===== src/rtl/moore_seq_detector_pkg.sv =====
// Shared definitions for the Moore serial pattern detector: default pattern and
// the constant function that builds the prefix/suffix fallback transition table.
package moore_seq_detector_pkg;

  localparam int          MAX_PAT_LEN = 16;
  localparam int          DEF_PAT_LEN = 4;
  localparam logic [15:0] DEF_PATTERN = 16'b1001;

  // Next matched-prefix length after appending bit b to the first k pattern bits.
  // Pattern bit 0 (first received) lives at pat[len-1].
  function automatic int kmp_next(input logic [15:0] pat, input int len,
                                  input int k, input bit b);
    bit cand [0:MAX_PAT_LEN];
    int res;
    bit found;
    bit ok;
    res   = 0;
    found = 1'b0;
    for (int m = 0; m <= MAX_PAT_LEN; m++) begin
      if (m < k)
        cand[m] = pat[4'(len - 1 - m)];
      else if (m == k)
        cand[m] = b;
      else
        cand[m] = 1'b0;
    end
    for (int j = MAX_PAT_LEN; j >= 1; j--) begin
      if (!found && (j <= k + 1) && (j <= len)) begin
        ok = 1'b1;
        for (int i = 0; i < MAX_PAT_LEN; i++) begin
          if (i < j) begin
            if (cand[k + 1 - j + i] != pat[4'(len - 1 - i)])
              ok = 1'b0;
          end
        end
        if (ok) begin
          found = 1'b1;
          res   = j;
        end
      end
    end
    return res;
  endfunction

endpackage


===== src/rtl/moore_seq_detector_if.sv =====
// Bit-stream and status bundle of the pattern detector.
// MOORE_DET_SAT_FLAG_EN adds the sticky counter-saturation flag cnt_sat.
interface moore_seq_detector_if #(
  parameter int PAT_LEN = 4,
  parameter int CNT_W   = 8
);
  localparam int SW = $clog2(PAT_LEN + 1);

  logic             din_vld;
  logic             din;
  logic             clr;
  logic             overlap_en;
  logic             qout;
  logic [CNT_W-1:0] match_cnt;
  logic [SW-1:0]    state_o;
`ifdef MOORE_DET_SAT_FLAG_EN
  logic             cnt_sat;

  modport master (output din_vld, din, clr, overlap_en,
                  input  qout, match_cnt, state_o, cnt_sat);
  modport slave  (input  din_vld, din, clr, overlap_en,
                  output qout, match_cnt, state_o, cnt_sat);
`else
  modport master (output din_vld, din, clr, overlap_en,
                  input  qout, match_cnt, state_o);
  modport slave  (input  din_vld, din, clr, overlap_en,
                  output qout, match_cnt, state_o);
`endif

endinterface


===== src/rtl/moore_seq_detector_cnt.sv =====
// Saturating match counter with synchronous clear.
// MOORE_DET_SAT_FLAG_EN adds a sticky flag set once the count reaches all-ones.
module moore_det_cnt #(
  parameter int CNT_W = 8
) (
  input  logic             clk,
  input  logic             rst,
  input  logic             i_inc,
  input  logic             i_clr,
`ifdef MOORE_DET_SAT_FLAG_EN
  output logic             o_sat,
`endif
  output logic [CNT_W-1:0] o_cnt
);

  localparam logic [CNT_W-1:0] CNT_MAX = '1;

  logic [CNT_W-1:0] r_cnt;
  logic [CNT_W-1:0] w_cnt_nxt;

  always_comb begin
    w_cnt_nxt = r_cnt;
    if (i_inc && (r_cnt != CNT_MAX))
      w_cnt_nxt = r_cnt + CNT_W'(1);
  end

  always_ff @(posedge clk or negedge rst) begin
    if (!rst)
      r_cnt <= '0;
    else if (i_clr)
      r_cnt <= '0;
    else
      r_cnt <= w_cnt_nxt;
  end

  assign o_cnt = r_cnt;

`ifdef MOORE_DET_SAT_FLAG_EN
  logic r_sat;

  always_ff @(posedge clk or negedge rst) begin
    if (!rst)
      r_sat <= 1'b0;
    else if (i_clr)
      r_sat <= 1'b0;
    else
      r_sat <= r_sat | (w_cnt_nxt == CNT_MAX);
  end

  assign o_sat = r_sat;
`endif

endmodule


===== src/rtl/moore_seq_detector.sv =====
// Moore serial pattern detector with overlap mode and saturating match counter.
// Optional build macro: MOORE_DET_SAT_FLAG_EN (exposes cnt_sat on the interface).
//
// state   | meaning
// 0       | no pattern bits matched
// k       | first k pattern bits matched (0 < k < PAT_LEN)
// PAT_LEN | MATCH: whole pattern seen, qout high
module moore_seq_detector
  import moore_seq_detector_pkg::*;
#(
  parameter int                 PAT_LEN = DEF_PAT_LEN,
  parameter logic [PAT_LEN-1:0] PATTERN = DEF_PATTERN[DEF_PAT_LEN-1:0],
  parameter int                 CNT_W   = 8
) (
  input  logic                  clk,
  input  logic                  rst,
  moore_seq_detector_if.slave   bus
);

  localparam int              SW       = $clog2(PAT_LEN + 1);
  localparam int              N_ST     = 2 ** SW;
  localparam logic [15:0]     PAT16    = 16'(PATTERN);
  localparam logic [SW-1:0]   ST_MATCH = SW'(PAT_LEN);

  // Transition table resolved at elaboration; unreachable codes recover to 0.
  logic [SW-1:0] w_nxt_tab [N_ST][2];

  for (genvar k = 0; k < N_ST; k++) begin : g_st
    for (genvar b = 0; b < 2; b++) begin : g_bit
      if (k <= PAT_LEN) begin : g_valid
        localparam int NXT = kmp_next(PAT16, PAT_LEN, k, b != 0);
        assign w_nxt_tab[k][b] = SW'(NXT);
      end else begin : g_unused
        assign w_nxt_tab[k][b] = '0;
      end
    end
  end

  logic [SW-1:0] r_state;
  logic          r_qout;
  logic [SW-1:0] w_next;
  logic          w_inc;

  always_comb begin
    w_next = w_nxt_tab[r_state][bus.din];
    if ((r_state == ST_MATCH) && !bus.overlap_en)
      w_next = w_nxt_tab[0][bus.din];
  end

  assign w_inc = bus.din_vld && !bus.clr && (w_next == ST_MATCH);

  always_ff @(posedge clk or negedge rst) begin
    if (!rst) begin
      r_state <= '0;
      r_qout  <= 1'b0;
    end else if (bus.clr) begin
      r_state <= '0;
      r_qout  <= 1'b0;
    end else if (bus.din_vld) begin
      r_state <= w_next;
      r_qout  <= (w_next == ST_MATCH);
    end
  end

  assign bus.qout    = r_qout;
  assign bus.state_o = r_state;

  moore_det_cnt #(
    .CNT_W (CNT_W)
  ) u_cnt (
    .clk   (clk),
    .rst   (rst),
    .i_inc (w_inc),
    .i_clr (bus.clr),
`ifdef MOORE_DET_SAT_FLAG_EN
    .o_sat (bus.cnt_sat),
`endif
    .o_cnt (bus.match_cnt)
  );

endmodule


===== src/flat_wrapper.sv =====
// flat-port wrapper written by rule: the top's interface ports become plain ports
module moore_seq_detector_flat import moore_seq_detector_pkg::*;
#(
  parameter int                 PAT_LEN = DEF_PAT_LEN,
  parameter logic [PAT_LEN-1:0] PATTERN = DEF_PATTERN[DEF_PAT_LEN-1:0],
  parameter int                 CNT_W   = 8
)
  (clk, rst, bus_din_vld, bus_din, bus_clr, bus_overlap_en, bus_qout, bus_match_cnt, bus_state_o);
  moore_seq_detector_if #(.PAT_LEN(PAT_LEN), .CNT_W(CNT_W)) bus_i ();
  input  logic clk;
  input  logic rst;
  input wire logic [$bits(bus_i.din_vld)-1:0] bus_din_vld;
  input wire logic [$bits(bus_i.din)-1:0] bus_din;
  input wire logic [$bits(bus_i.clr)-1:0] bus_clr;
  input wire logic [$bits(bus_i.overlap_en)-1:0] bus_overlap_en;
  output wire logic [$bits(bus_i.qout)-1:0] bus_qout;
  output wire logic [$bits(bus_i.match_cnt)-1:0] bus_match_cnt;
  output wire logic [$bits(bus_i.state_o)-1:0] bus_state_o;
  assign bus_i.din_vld = bus_din_vld;
  assign bus_i.din = bus_din;
  assign bus_i.clr = bus_clr;
  assign bus_i.overlap_en = bus_overlap_en;
  assign bus_qout = bus_i.qout;
  assign bus_match_cnt = bus_i.match_cnt;
  assign bus_state_o = bus_i.state_o;
  moore_seq_detector #(.PAT_LEN(PAT_LEN), .PATTERN(PATTERN), .CNT_W(CNT_W)) u_core (.clk(clk), .rst(rst), .bus(bus_i));
endmodule

===== config.mk =====
export PLATFORM = sky130hd
export DESIGN_NAME = moore_seq_detector_flat
export DESIGN_NICKNAME = d
export VERILOG_FILES = /design/src/rtl/moore_seq_detector_pkg.sv /design/src/rtl/moore_seq_detector_if.sv /design/src/rtl/moore_seq_detector_cnt.sv /design/src/rtl/moore_seq_detector.sv /design/src/flat_wrapper.sv
export SDC_FILE = /design/constraint.sdc
export NUM_CORES = 1
export LEC_CHECK = 0
export ABC_AREA = 0
export CAP_MARGIN = 20
export CORE_MARGIN = 2
export CORE_UTILIZATION = 30
export CTS_CLUSTER_SIZE = 14
export DETAILED_ROUTE_END_ITERATION = 10
export GPL_TIMING_DRIVEN = 0
export PLACE_DENSITY = 0.56
export SETUP_SLACK_MARGIN = 0.1
export SLEW_MARGIN = 20
export SYNTH_ARGS = -nofsm -noshare
export SYNTH_HDL_FRONTEND = slang
export SYNTH_SLANG_ARGS = --single-unit

===== constraint.sdc =====
create_clock -name clk -period 1.5 [get_ports clk]
set_input_delay 0.15 -clock clk [delete_from_list [all_inputs] [get_ports clk]]
set_output_delay 0.15 -clock clk [all_outputs]
set_load 0.005 [all_outputs]

==> impl_metrics.toml <==
[finish]
multi_input_area_sq_um = 444.2
fillCellCount = 221
areaGrowthSynthToFinish_pct = 56.41
insertedDiodeCount = 0
drive_above_1_share = 0.2913
nets = 115
layout_common_cells = "11 x clkdlybuf4s50_1, 11 x buf_4, 8 x dfrtp_1"
final_cell_area_sq_um = 1100
register_area_sq_um = 305.3

[timing]
rsz0062_at_grt = "yes"
relSlewSlack = 0.6297
fin_ws_ps = -118.6
slew_violations = 0
skew_ps = 7.254
setup_violations = 3
fin_crit_ps = 1619
fin_crit_sh = 1.079
worst_pin_slew_ps = 553.7
holdWs_ps = 227.6
timing.fmax_mhz = 617.8
hold_viol = 0

[worst_setup_path]
crit_path_end_kind = "flop"
crit_slowest_cell = "or3_4"
crit_buf_inv = 0
worstPathCellList = "ha_4 > nand4b_4 > or3_4 > or3_1 > a21oi_1"
crit_path_start_kind = "flop"
reg2reg_from = "u_core.bus.state_o[0]"
cpLargestDelayFamily = "simple AND/OR/NAND/NOR gates"
rr_worst_depth = 5
critical_path_arrival_ps = 1820
critPathMaxFanout = 5
worst-setup-path-type = "reg -> reg"
cpPeakStageDelay_ps = 420
critPathRequiredTime_ps = 1700
rrSetupSlack_ps = -120
r2r_end = "u_core.u_cnt.o_cnt[7]"

[logic_synthesis]
yosys.area.top_type_share = 0.4270
seq_area_frac_synth = 0.4270
synth_area_sq_um = 703.2
synth_area_per_cell_sq_um = 9.904
syn_nets = 82
synthTopCellsByArea = "dfrtp_1 43%, ha_1 8.9%, a21oi_1 5.7%"
synth.distinct_cells = 27
synthesis.instances = 71
post-synth-top-area-cell = "dfrtp_1"
synth-seq-cells = 12
ys_warn_count = 0

[route]
vias = 671
highest_layer = "met4"
drc = 0
routed_wl_mm = 1.692
wl_met3_microns = 74
firstDrtPassIters = 4
antenna_left = 0
drt_iter0_markers = 12
vias_per_cell = 5.122
avgRoutedWirePerCell_microns = 12.92
wl_met1_microns = 786
dr_wl_met2_microns = 820

[placed_design]
port_buffers = 17
placed_area_sq_um = 927.1
gp_congestion = 0.7797
place_hpwl_mm = 1.116

[cts]
root_buffer = "clkbuf_4"
cts.clk_slew.worst_paths_ps = 80
cts.path.max_buffers = 2
htreeDepth = 1
cts_buffers = 3
clock_sinks = 12
cts_tree = "done"
clk_latency_ps = 270

[global_route]
grt_start_max_net_pins = 13
grt_pass1_wl_mm = 2.663
grt-ovfl-total = 0
grt_pass1_vias = 621
grt_usage = 0.1331
antenna_found_initial = 0

[power]
power.internal_mw = 0.5069
clockPowerShare = 0.393
p_leak_nw = 0.5377
vdd_drop_max_v = 0.0004541
switching_share = 0.2243
power_frac_seq = 0.505
p_switching_mw = 0.1465
combPwrFrac = 0.103
p_per_area_nw_per_um2 = 594.2
power_mw = 0.6535

[die]
die_h_microns = 52.42
die_x_microns = 52.42
start_util = 0.3179
ioPinCount = 18
rows = 17
core_sq_um = 2212
dieArea_sq_um = 2747

[run_status]
violations = "negative setup slack"
status = "finished with violations"

[min_path]
worstHoldPathType = "in -> async"

[run]
drv_cap = 0
==> repair_timing <==
action                     CTS  global route
setup buffers                7             4
setup endpoints to repair   12            14
pin swaps                    3             2
hold buffers                 0             0
gates resized for setup      4            14
==> power by group through the flow <==
stage | logic, mW | clock network [mW] | registers (mW)
floorplan | 0.0218 | 0 | 0.337
global route | 0.0757 | 0.281 | 0.330
global placement | 0.0584 | 0 | 0.338
detailed placement | 0.0588 | 0 | 0.338
CTS | 0.0655 | 0.265 | 0.330
finish | 0.0671 | 0.257 | 0.330
==> per-layer routing <==
metal / track usage / vias up
met5: 0 / -
met1: 0.1726 / 328
met3: 0.05143 / 2
met2: 0.2104 / 12
met4: 0.02564 / 0
li1: - / 329
==> how the worst max path moves through the flow <==
stage,start,endpoint,slack [ps],cells after the start
after floorplan,u_core.bus.state_o[0],u_core.u_cnt.o_cnt[5],-70,5
after global routing,u_core.bus.state_o[2],u_core.u_cnt.o_cnt[5],-180,4
after detailed placement,bus_din_vld,u_core.u_cnt.o_cnt[7],-430,5
final,u_core.bus.state_o[0],u_core.u_cnt.o_cnt[7],-120,5
after CTS,u_core.bus.state_o[0],u_core.u_cnt.o_cnt[7],-140,5
after global placement,bus_din_vld,u_core.u_cnt.o_cnt[7],-430,5
==> cell type report <==
class	instances	area share
plain buffers	1	0.003413
multi-input cells	55	0.4039
well taps	28	0.03185
clock buffers	4	0.03299
inverters	3	0.01024
flip-flops and latches	12	0.2776
repair buffers	28	0.2400
==> cells by family after synthesis <==
group | count (synthesis) | share of synthesized area
simple gates | 29 | 0.2598
compound gates | 18 | 0.1619
flops | 12 | 0.4270
fa+ha+maj | 5 | 0.08897
buf+inv | 4 | 0.02135
mux | 2 | 0.02847
xor+xnor | 1 | 0.01246
==> Yosys cell counts, drive strengths merged <==
master   n
nand2    3
dfrtp   12
and4     1
o31ai    2
xor2     1
clkbuf   1
nand3    2
a211o    1
ha       5
a21oi    8
nand4    2
nand2b   3
nand4b   1
o21ai    1
nor3     3
inv      3
nor2     7
and3     1
o211ai   1
and4b    2
or3      3
a211oi   3
mux2i    2
a311oi   1
nor2b    1
a31oi    1
==> metrics by stage <==
step                      utilization  std cells  worst slack (ps)  setup TNS [ps]
final                          0.4972        131            -118.6          -275.3
after global routing           0.4972        131            -176.6          -526.6
after CTS                      0.4598        127            -137.2          -431.8
after detailed placement       0.4191        116            -430.8           -1761
after global placement         0.4191        116            -428.3           -1835
after floorplan                     -         71            -74.55          -149.0
==> flip-flops by register name (all words and copies together), names as in the netlist <==
name / flops
u_core.bus.qout: 1
u_core.bus.state_o: 3
u_core.u_cnt.o_cnt: 8
Power figures use the tool's default switching activity.
